<file path="src/rtl/uart_rxtx.sv">
// 8N1 UART receiver and transmitter sharing one clock and bit period.
// RX: po_flag 3+8*BAUD_END+BAUD_M cycles after the first sampled low; TX: line low one cycle after tx_trig.
// No backpressure: tx_trig is dropped while a frame is in flight, rx bytes must be taken on po_flag.
module uart_rxtx #(
    parameter int BAUD_END = 5208,
    parameter int BAUD_M   = BAUD_END / 2 - 1
) (
    input  logic       clk,
    input  logic       rst,
    input  logic       rs232_rx,
    output logic [7:0] rx_data,
    output logic       po_flag,
    input  logic       tx_trig,
    input  logic [7:0] tx_data,
    output logic       rs232_tx,
    output logic       tx_busy
);
    localparam int CW = (BAUD_END > 1) ? $clog2(BAUD_END) : 1;
    localparam logic [CW-1:0] BAUD_LAST = CW'(BAUD_END - 1);
    localparam logic [CW-1:0] SAMPLE_AT = CW'(BAUD_M);

    typedef enum logic {RX_IDLE, RX_RECV} rx_state_t;
    typedef enum logic {TX_IDLE, TX_SEND} tx_state_t;

    rx_state_t rx_state, rx_next;
    tx_state_t tx_state, tx_next;

    logic          r1, r2, r3;
    logic [CW-1:0] rx_baud;
    logic [3:0]    rx_bit;
    logic [7:0]    rx_shift;
    logic          rx_sample;

    logic [CW-1:0] tx_baud;
    logic [3:0]    tx_bit;
    logic [7:0]    tx_shift;
    logic [2:0]    tx_idx;
    logic          tx_level;

    always_ff @(posedge clk) begin
        if (rst) begin
            rx_state <= RX_IDLE;
            tx_state <= TX_IDLE;
        end else begin
            rx_state <= rx_next;
            tx_state <= tx_next;
        end
    end

    // A falling edge seen between r3 and r2 marks a start bit.
    always_comb begin
        rx_next   = rx_state;
        rx_sample = (rx_state == RX_RECV) && (rx_baud == SAMPLE_AT);
        case (rx_state)
            RX_IDLE: if (!r2 && r3) rx_next = RX_RECV;
            RX_RECV: if (rx_sample && ((rx_bit == 4'd0 && r3) || rx_bit == 4'd8))
                         rx_next = RX_IDLE;
            default: rx_next = RX_IDLE;
        endcase
    end

    always_ff @(posedge clk) begin
        if (rst) begin
            r1       <= 1'b1;
            r2       <= 1'b1;
            r3       <= 1'b1;
            rx_baud  <= '0;
            rx_bit   <= '0;
            rx_shift <= '0;
            rx_data  <= '0;
            po_flag  <= 1'b0;
        end else begin
            r1      <= rs232_rx;
            r2      <= r1;
            r3      <= r2;
            po_flag <= 1'b0;
            if (rx_state == RX_IDLE) begin
                rx_baud <= '0;
                rx_bit  <= '0;
            end else begin
                if (rx_baud == BAUD_LAST) begin
                    rx_baud <= '0;
                    rx_bit  <= rx_bit + 4'd1;
                end else begin
                    rx_baud <= rx_baud + CW'(1);
                end
                // Data arrives LSB first, so shifting right leaves bit 0 at the bottom.
                if (rx_sample && rx_bit != 4'd0) begin
                    rx_shift <= {r3, rx_shift[7:1]};
                    if (rx_bit == 4'd8) begin
                        rx_data <= {r3, rx_shift[7:1]};
                        po_flag <= 1'b1;
                    end
                end
            end
        end
    end

    always_comb begin
        tx_next = tx_state;
        case (tx_state)
            TX_IDLE: if (tx_trig) tx_next = TX_SEND;
            TX_SEND: if (tx_bit == 4'd9 && tx_baud == BAUD_LAST) tx_next = TX_IDLE;
            default: tx_next = TX_IDLE;
        endcase
    end

    always_comb begin
        tx_idx   = 3'(tx_bit - 4'd1);
        tx_level = 1'b1;
        if (tx_bit == 4'd0)
            tx_level = 1'b0;
        else if (tx_bit <= 4'd8)
            tx_level = tx_shift[tx_idx];
    end

    // Line and busy are registered from the current bit, so both lag the counters by one cycle.
    always_ff @(posedge clk) begin
        if (rst) begin
            tx_baud  <= '0;
            tx_bit   <= '0;
            tx_shift <= '0;
            rs232_tx <= 1'b1;
            tx_busy  <= 1'b0;
        end else begin
            rs232_tx <= (tx_state == TX_SEND) ? tx_level : 1'b1;
            tx_busy  <= (tx_state == TX_SEND);
            if (tx_state == TX_IDLE) begin
                tx_baud <= '0;
                tx_bit  <= '0;
                if (tx_trig) tx_shift <= tx_data;
            end else if (tx_baud == BAUD_LAST) begin
                tx_baud <= '0;
                tx_bit  <= tx_bit + 4'd1;
            end else begin
                tx_baud <= tx_baud + CW'(1);
            end
        end
    end
endmodule

</file>
<file path="config.mk">
export PLATFORM = sky130hd
export DESIGN_NAME = uart_rxtx
export DESIGN_NICKNAME = d
export VERILOG_FILES = /design/src/rtl/uart_rxtx.sv
export SDC_FILE = /design/constraint.sdc
export NUM_CORES = 1
export LEC_CHECK = 0
export CORE_UTILIZATION = 45
export CTS_CLUSTER_DIAMETER = 200
export DETAILED_ROUTE_END_ITERATION = 8
export PLACE_DENSITY = 0.68
export SYNTH_ARGS = -nofsm -noshare
export SYNTH_HDL_FRONTEND = slang
export SYNTH_SLANG_ARGS = --single-unit
</file>
<file path="constraint.sdc">
create_clock -name clk -period 4.3 [get_ports clk]
set_input_delay 1.29 -clock clk [delete_from_list [all_inputs] [get_ports clk]]
set_output_delay 1.29 -clock clk [all_outputs]
set_load 0.005 [all_outputs]
</file>
==> qor.yml, run 1 <==
floorplanning:
  rows: 28
  dieArea_mm2: 0.00672
  fp.dieW_um: 82.0
  start_util: 0.475
  die_h_um: 82.0
  design.core.area_mm2: 0.00606
  io_pins: 23
timing:
  slew_headroom: 0.591
  hold_violations: 0
  fmax_ghz: 0.349
  tightest_slew_ps: 613
  fin_tns_setup_ps: 0
  finalSetupViolations: 0
  slew_viol_final: 0
  skew_ps: 7.16
  layout_min_cycle_time_ps: 2860
  rsz0062_at_grt: "false"
  timing.final.crit_share: 0.666
detailed_routing:
  dr.first_iter.drc_count: 124
  ant_nets: 0
  avgViaCountPerCell: 5.13
  drc: 0
  wl_met3_um: 165
  met2_wirelength_um: 2390
  highest_layer: "met4"
  wl_met1_um: 2650
  drt-total-wl_um: 5250
  via_count: 2140
  wire_per_inst_um: 12.6
  drt_first_pass_iters: 4
grt:
  antenna_found_initial: 0
  grt_max_degree: 29
  grtUsageTotal: 0.184
  grt_pass1_wl_um: 9220
  grt_pass1_vias: 2066
  grt_remaining_overflow: 0
setup_path:
  critPathBufInv: 2
  path_cells: "clkdlybuf4s50_1 > buf_4 > nand2b_1 > or2b_1 > nor2_1"
  critPathArrivalTime_ps: 3070
  cp.required_ps: 4510
  endpoint_kind: "flop"
  cp-start-kind: "input pin"
  cp_top_family: "buffers and inverters"
  rr_startpoint: "tx_bit[0]"
  cp.depth: 5
  crit_type: "input pin to flop"
  rr_endpoint: "rs232_tx"
  crit_start: "rst"
  reg2reg_depth: 6
  critical_path.max_fanout: 28
  ff2ff_setup_slack_ps: 2170
  crit_path_max_incr_delay_ps: 690
  crit_end: "rx_baud[5]"
  critPathSlowestCell: "clkdlybuf4s50_1"
synthesis:
  synth_seq_cells: 65
  syn-cell-area_mm2: 0.00288
  synth_cell_types: 39
  avgSynthCellArea_um2: 9.22
  yosys_warnings: 0
  synth_nets: 332
  synthesis.instances: 312
  synth-seq-area-share: 0.452
pwr:
  p_leak_nw: 1.13
  powerDensity_mw_per_mm2: 354
  vdd_drop_max_mv: 0.167
clock_tree:
  cts_buffers: 9
  clock_path_buffers: 2
  htree_num_levels: 3
  clock_latency_ps: 330
  cts_setup_buffers: 0
  clk_pin_slew_ps: 70
  cts_tree: "built"
  hold_buffers: 0
  cts-root-buf: "clkbuf_8"
  ctsResizeCount: 0
  clkSinkCount: 65
cells_and_area:
  fillers: 581
  design_area_mm2: 0.00335
  layout-area-overhead-vs-synth_pct: 16.4
  drive_above_1_share: 0.0731
  final_util: 0.553
  nNetsFinal: 357
  n_antenna_cell: 0
placed_design:
  port-buffer-count: 22
  post-dp-hpwl_um: 3630
  gp_congestion: 0.920
  place_area_mm2: 0.00316
run_status:
  status: "finished, final reports clean"
run:
  maxCapViolCount: 0
worst_hold_path:
  worstHoldPathType: "flop to flop"
cell type report:
class,count,area (um2),share of cell area
clock buffers,13,149,0.0445
clock inverters,3,40.0,0.0120
inverters,14,52.6,0.0157
multi-input cells,224,1490,0.443
flip-flops and latches,65,1300,0.388
well taps,75,93.8,0.0280
repair buffers,23,228,0.0680
cells in the final DEF (no fill, tap or decap), drive strengths merged:
cell type / instances
a211oi: 1
nand4: 8
o32ai: 1
ha: 8
or2b: 1
nand2: 22
nor2: 39
and4b: 1
nor2b: 2
and3: 3
mux4: 4
nand4b: 2
and4bb: 2
or3: 2
clkinv: 2
dfxtp: 65
nand2b: 21
bufinv: 1
nand3: 17
nor4bb: 1
clkdlybuf4s50: 22
nand3b: 1
inv: 14
xor2: 5
and4: 1
nor3: 9
nor4: 3
clkbuf: 13
mux2i: 12
o21ai: 11
nor3b: 1
a21oi: 18
and3b: 1
xnor2: 21
nor4b: 2
and2: 1
buf: 1
or2: 3
state kept, by name (all words and copies together), names as in the netlist, 4 cells and up:
| name | flops |
|---|---|
| rx_baud | 13 |
| rx_shift | 7 |
| tx_baud | 13 |
| tx_bit | 4 |
| rx_bit | 4 |
| rx_data | 8 |
| tx_shift | 8 |
through the flow:
step                power [W]  setup WS, ps  instances  hold slack, ps
detailed placement   0.000697          1070        401             401
floorplan            0.000673          2090        312             389
global placement     0.000696          1120        401             398
finish                0.00119          1440        417             417
global route          0.00124          1230        417             448
CTS                   0.00120          1420        417             417
synthesized netlist by cell type:
cell | n | area [um2]
dfxtp_1 | 65 | 1300
nor2_1 | 39 | 146
nand2_1 | 22 | 82.6
nand2b_1 | 21 | 131
xnor2_1 | 21 | 184
a21oi_1 | 18 | 90.1
nand3_1 | 17 | 85.1
inv_1 | 14 | 52.6
mux2i_1 | 12 | 120
o21ai_0 | 11 | 55.1
ha_1 | 8 | 100
nor3_1 | 8 | 40.0
clkbuf_1 | 7 | 26.3
nand4_1 | 7 | 43.8
xor2_1 | 5 | 43.8
mux4_2 | 4 | 90.1
and3_1 | 3 | 18.8
nor4_1 | 3 | 18.8
or2_2 | 3 | 18.8
nand4b_1 | 2 | 17.5
nor2b_1 | 2 | 12.5
nor4b_1 | 2 | 17.5
or3_1 | 2 | 12.5
a211oi_1 | 1 | 7.51
and2_1 | 1 | 6.26
and3b_1 | 1 | 8.76
and4_1 | 1 | 8.76
and4b_1 | 1 | 10.0
and4bb_1 | 1 | 12.5
and4bb_2 | 1 | 12.5
buf_2 | 1 | 5.00
buf_4 | 1 | 7.51
nand3b_1 | 1 | 7.51
nand4_4 | 1 | 21.3
nor3_4 | 1 | 16.3
nor3b_4 | 1 | 18.8
nor4bb_1 | 1 | 10.0
o32ai_1 | 1 | 8.76
or2b_1 | 1 | 7.51
worst reg2reg max path, delay by kind of cell, from the launching register on:
family	cells	cell delay, ps
DFF	1	380
and+or+nand+nor	2	300
muxes	2	760
buffers and inverters	1	150
adders and majority gates	1	430
where the power goes:
group          internal (W)   total, W  switching (W)
Clock              0.000283   0.000502       0.000219
Combinational     0.0000303  0.0000593      0.0000291
Sequential         0.000616   0.000624     0.00000877
Total              0.000928    0.00119       0.000257
per-layer routing:
| metal | up-vias | track usage |
|---|---|---|
| li1 | 1113 | - |
| met1 | 988 | 0.240 |
| met2 | 33 | 0.279 |
| met3 | 6 | 0.0644 |
| met4 | 0 | 0.0632 |
| met5 | - | 0 |
cells by family (layout without fill, tap and decap cells):
kind of cell	count (synthesis)	count (layout)	share of synthesized area
AO/OA/AOI/OAI	31	31	0.0561
AND/OR/NAND/NOR	143	143	0.273
XOR/XNOR	26	26	0.0791
buffers and inverters	23	53	0.0317
flip-flops	65	65	0.452
adder cells (fa/ha/maj)	8	8	0.0348
multiplexers	16	16	0.0730
worst min-delay path by stage:
| stage | from | to | slack [ps] | depth (start not counted) |
|---|---|---|---|---|
| floorplan | r1 | r2 | 390 | 1 |
| global placement | r1 | r2 | 400 | 1 |
| detailed placement | r1 | r2 | 400 | 1 |
| CTS | r1 | r2 | 420 | 1 |
| global route | r2 | r3 | 450 | 1 |
| finish | r1 | r2 | 420 | 1 |
Power figures use the tool's default switching activity.
==> run 2: changes to the inputs <==
==> constraint.sdc (replaced) <==
create_clock -name clk -period 2.86 [get_ports clk]
set_input_delay 0.858 -clock clk [delete_from_list [all_inputs] [get_ports clk]]
set_output_delay 0.858 -clock clk [all_outputs]
set_load 0.005 [all_outputs]
==> qor.yml, run 2 (synthesis gave the netlist of run 1 again) <==
clock_tree:
  clkSinkCount: 65
  cts_tree: "built"
  cts-root-buf: "clkbuf_8"
  hold_buffers: 0
  clock_latency_ps: 340
  clock_path_buffers: 2
  clk_pin_slew_ps: 70
  ctsResizeCount: 0
  cts_buffers: 9
  cts_setup_buffers: 0
  htree_num_levels: 3
timing:
  slew_viol_final: 0
  fmax_ghz: 0.469
  timing.final.crit_share: 0.746
  hold_violations: 0
  fin_tns_setup_ps: 0
  slew_headroom: 0.567
  layout_min_cycle_time_ps: 2130
  finalSetupViolations: 0
  skew_ps: 8.64
  rsz0062_at_grt: "false"
  fin_hold_ws_ps: 414
  tightest_slew_ps: 641
setup_path:
  rr_startpoint: "tx_bit[0]"
  cp-start-kind: "input pin"
  critical_path.max_fanout: 12
  rr_endpoint: "rs232_tx"
  critPathArrivalTime_ps: 2320
  cp.required_ps: 3050
  reg2reg_depth: 6
  ff2ff_setup_slack_ps: 800
  crit_type: "input pin to flop"
  endpoint_kind: "flop"
cells_and_area:
  n_antenna_cell: 0
  drive_above_1_share: 0.0787
  layout-area-overhead-vs-synth_pct: 17.3
  largest_registers: "rx_baud (13), tx_baud (13)"
  final_common_cell: "dfxtp_1"
  most-common-layout-cells: "dfxtp_1, nor2_1, nand2_1, clkdlybuf4s50_1"
  nNetsFinal: 358
pwr:
  powerDensity_mw_per_mm2: 544
  vdd_drop_max_mv: 0.333
  p_leak_nw: 1.14
run_status:
  status: "finished, final reports clean"
floorplanning:
  rows: 28
  die_h_um: 82.0
  design.core.area_mm2: 0.00606
  start_util: 0.475
  dieArea_mm2: 0.00672
  io_pins: 23
  fp.dieW_um: 82.0
detailed_routing:
  drc: 0
  drt_first_pass_iters: 4
  via_count: 2123
  drt-total-wl_um: 5080
  wire_per_inst_um: 12.2
  dr.first_iter.drc_count: 79
  ant_nets: 0
  avgViaCountPerCell: 5.08
placed_design:
  gp_congestion: 0.740
  post-dp-hpwl_um: 3530
  port-buffer-count: 22
grt:
  antenna_found_initial: 0
  grt_max_degree: 28
  grt_pass1_wl_um: 8760
  grt_pass1_vias: 1946
  grtUsageTotal: 0.175
  grt_remaining_overflow: 0
worst_hold_path:
  whs_path_depth: 1
  worstHoldPathType: "flop to flop"
  min_to: "r2"
  min_from: "r1"
run:
  maxCapViolCount: 0
==> run 2: cell count changes in the layout (fill, tap and decap cells not counted), sizes merged <==
| cell | before | now |
|---|---|---|
| buf | 1 | 2 |
| clkbuf | 13 | 14 |
| clkinv | 2 | 1 |
==> run 2: how the worst max path moves through the flow <==
stage,depth (start not counted),startpoint,to,slack [ps]
3_5_place_dp,5,rst,tx_state,320
5_1_grt,5,rst,tx_state,590
2_1_floorplan,6,tx_bit[0],rs232_tx,970
4_1_cts,5,rst,tx_state,700
6_report,5,rst,tx_state,730
3_3_place_gp,5,rst,tx_state,460
==> run 2: power by group <==
group / internal (W) / switching (W)
sequential: 0.000925 / 0.0000137
combinational: 0.0000463 / 0.0000440
clock: 0.000474 / 0.000334
total: 0.00145 / 0.000391
==> run 2: routing by layer <==
layer | global-route usage | share of wire | vias up | wire length [um]
li1 | - | - | 1120 | -
met1 | 0.228 | 0.50 | 961 | 2540
met2 | 0.268 | 0.45 | 32 | 2280
met3 | 0.0378 | 0.029 | 10 | 146
met4 | 0.0947 | 0.022 | 0 | 110
met5 | 0 | 0 | - | 0
==> run 2: per-stage QoR <==
step | total power (W) | util | setup slack [ps] | area, um2 | cells
after floorplan | 0.00101 | - | 974 | 2880 | 312
after global placement | 0.00105 | 0.523 | 456 | 3170 | 402
final | 0.00184 | 0.557 | 728 | 3380 | 418
after global routing | 0.00191 | 0.557 | 593 | 3380 | 418
after CTS | 0.00186 | 0.557 | 699 | 3380 | 418
after detailed placement | 0.00105 | 0.523 | 322 | 3170 | 402
==> run 2: area by class of cell <==
cell class | instances | area (um2)
flip-flops and latches | 65 | 1300
clock buffers | 14 | 173
clock inverters | 2 | 35.0
inverters | 14 | 52.6
well taps | 75 | 93.8
fillers | 542 | 2690
multi-input cells | 224 | 1490
repair buffers | 24 | 235
==> run 2: worst max-delay path: stages <==
cell and delay [ps]:
clkdlybuf4s50_1 530, nand2b_1 280, inv_1 150, nand2_1 330, o21ai_0 170
==> run 3: changes to the inputs <==
--- a/config.mk
+++ b/config.mk
@@ -8,7 +8,7 @@
 export CORE_UTILIZATION = 45
 export CTS_CLUSTER_DIAMETER = 200
 export DETAILED_ROUTE_END_ITERATION = 8
-export PLACE_DENSITY = 0.68
+export PLACE_DENSITY = 0.71
 export SYNTH_ARGS = -nofsm -noshare
 export SYNTH_HDL_FRONTEND = slang
 export SYNTH_SLANG_ARGS = --single-unit
==> constraint.sdc (replaced) <==
create_clock -name clk -period 1.71 [get_ports clk]
set_input_delay 0.513 -clock clk [delete_from_list [all_inputs] [get_ports clk]]
set_output_delay 0.513 -clock clk [all_outputs]
set_load 0.005 [all_outputs]
==> qor.yml, run 3 (synthesis gave the netlist of run 1 again) <==
cells_and_area:
  fillers: 542
  drive_above_1_share: 0.174
  most-common-layout-cells: "dfxtp_1, nor2_1, buf_4, nand2_1"
  final_common_cell: "dfxtp_1"
  nNetsFinal: 383
  largest_registers: "rx_baud (13), tx_baud (13)"
  final_util: 0.597
  layout-area-overhead-vs-synth_pct: 25.8
  n_antenna_cell: 0
detailed_routing:
  ant_nets: 0
  drt_first_pass_iters: 4
  avgViaCountPerCell: 5.11
  wire_per_inst_um: 12.1
  drt-total-wl_um: 5350
  dr.first_iter.drc_count: 52
  via_count: 2258
  drc: 0
clock_tree:
  clk_pin_slew_ps: 70
  cts-root-buf: "clkbuf_8"
  clkSinkCount: 65
  htree_num_levels: 3
  clock_path_buffers: 2
  cts_tree: "built"
  hold_buffers: 0
  clock_latency_ps: 340
  cts_buffers: 9
setup_path:
  rr_startpoint: "tx_bit[0]"
  ff2ff_setup_slack_ps: -7
  endpoint_kind: "flop"
  path_cells: "inv_2 > ha_4 > mux4_2 > mux2i_2 > nand4b_1 > and3_1"
  cp-start-kind: "flop"
  crit_path_max_incr_delay_ps: 500
  cp.required_ps: 1940
  crit_start: "tx_bit[0]"
  rr_endpoint: "rs232_tx"
  crit_type: "flop to flop"
  critPathArrivalTime_ps: 1950
  critPathSlowestCell: "mux4_2"
  reg2reg_depth: 6
  critical_path.max_fanout: 4
placed_design:
  gp_congestion: 0.755
  dp_slack_ps: -108
  post-dp-hpwl_um: 3650
  port-buffer-count: 22
worst_hold_path:
  min_from: "r1"
  whs_path_depth: 1
  min_to: "r2"
  worstHoldPathType: "flop to flop"
floorplanning:
  start_util: 0.475
  rows: 28
  io_pins: 23
  fp.dieW_um: 82.0
  dieArea_mm2: 0.00672
  design.core.area_mm2: 0.00606
  die_h_um: 82.0
timing:
  fin_tns_setup_ps: -6.80
  tightest_slew_ps: 423
  fmax_ghz: 0.582
  postLayoutSetupSlackWorst_ps: -6.80
  hold_violations: 0
  rsz0062_at_grt: "true"
  skew_ps: 5.43
  slew_viol_final: 0
  timing.final.crit_share: 1.00
  finalSetupViolations: 1
  slew_headroom: 0.714
  layout_min_cycle_time_ps: 1720
pwr:
  powerDensity_mw_per_mm2: 811
  p_leak_nw: 1.41
  vdd_drop_max_mv: 0.433
grt:
  antenna_found_initial: 0
  grt_remaining_overflow: 0
  grt_pass1_wl_um: 9250
  grtUsageTotal: 0.182
  grt_max_degree: 25
  grt_pass1_vias: 2150
run_status:
  violations: "negative setup slack"
  status: "complete, but fails checks"
run:
  maxCapViolCount: 0
[run 3: cell types whose count changed in the layout (fill, tap and decap cells not counted), moves of 6 or more]
cell / change
buf_4: +22
dfxtp_1: -6
dlymetal6s2s_1: +8
clkdlybuf4s50_1: -8
dfxtp_2: +6
[run 3: worst max path at each step]
stage,endpoint,cells past startpoint,slack [ps]
2_1_floorplan,rs232_tx,6,1
3_3_place_gp,rx_baud[10],4,-60
3_5_place_dp,rx_baud[7],4,-110
4_1_cts,rs232_tx,6,-8
5_1_grt,rs232_tx,6,-130
6_report,rs232_tx,6,-7
[run 3: layout make-up]
type	count	area, um2	share of cell area
Clock buffer	12	165	0.0456
Clock inverter	3	15.0	0.00415
Inverter	14	52.6	0.0145
Multi-Input combinational cell	224	1510	0.418
Sequential cell	65	1310	0.361
Tap cell	75	93.8	0.0259
Timing Repair Buffer	49	472	0.130
[run 3: stage by stage]
step                area (um2)  hold WS (ps)  instances  power [W]
floorplan                 2890           389        312    0.00169
global placement          3370           401        423    0.00178
detailed placement        3370           399        423    0.00178
CTS                       3570           418        440    0.00296
global route              3620           454        442    0.00305
finish                    3620           416        442    0.00294
[run 3: power by group]
part	total, W	switching, W	internal [W]
clock network	0.00119	0.000563	0.000629
registers	0.00157	0.0000205	0.00155
logic	0.000177	0.0000778	0.0000992
total	0.00294	0.000662	0.00228
[run 3: worst max-delay path: cells and delay by family, from the launching register on]
kind / cells / cell delay, ps
AND/OR/NAND/NOR: 2 / 260
flip-flops: 1 / 330
buffers and inverters: 1 / 50
multiplexers: 2 / 690
adder cells (fa/ha/maj): 1 / 280
[run 3: per-layer routing]
metal | part of all wire | GRT usage
met1 | 0.47 | 0.223
met2 | 0.48 | 0.297
met3 | 0.035 | 0.0433
met4 | 0.016 | 0.0947
met5 | 0 | 0
[run 3: what timing repair did]
item | 4_1_cts | 5_1_grt
resized for setup | 4 | 13
setup buffers | 2 | 2
pin swaps | 3 | 3
setup endpoints to repair | 3 | 20
endpoints found under the hold margin | 0 | 0
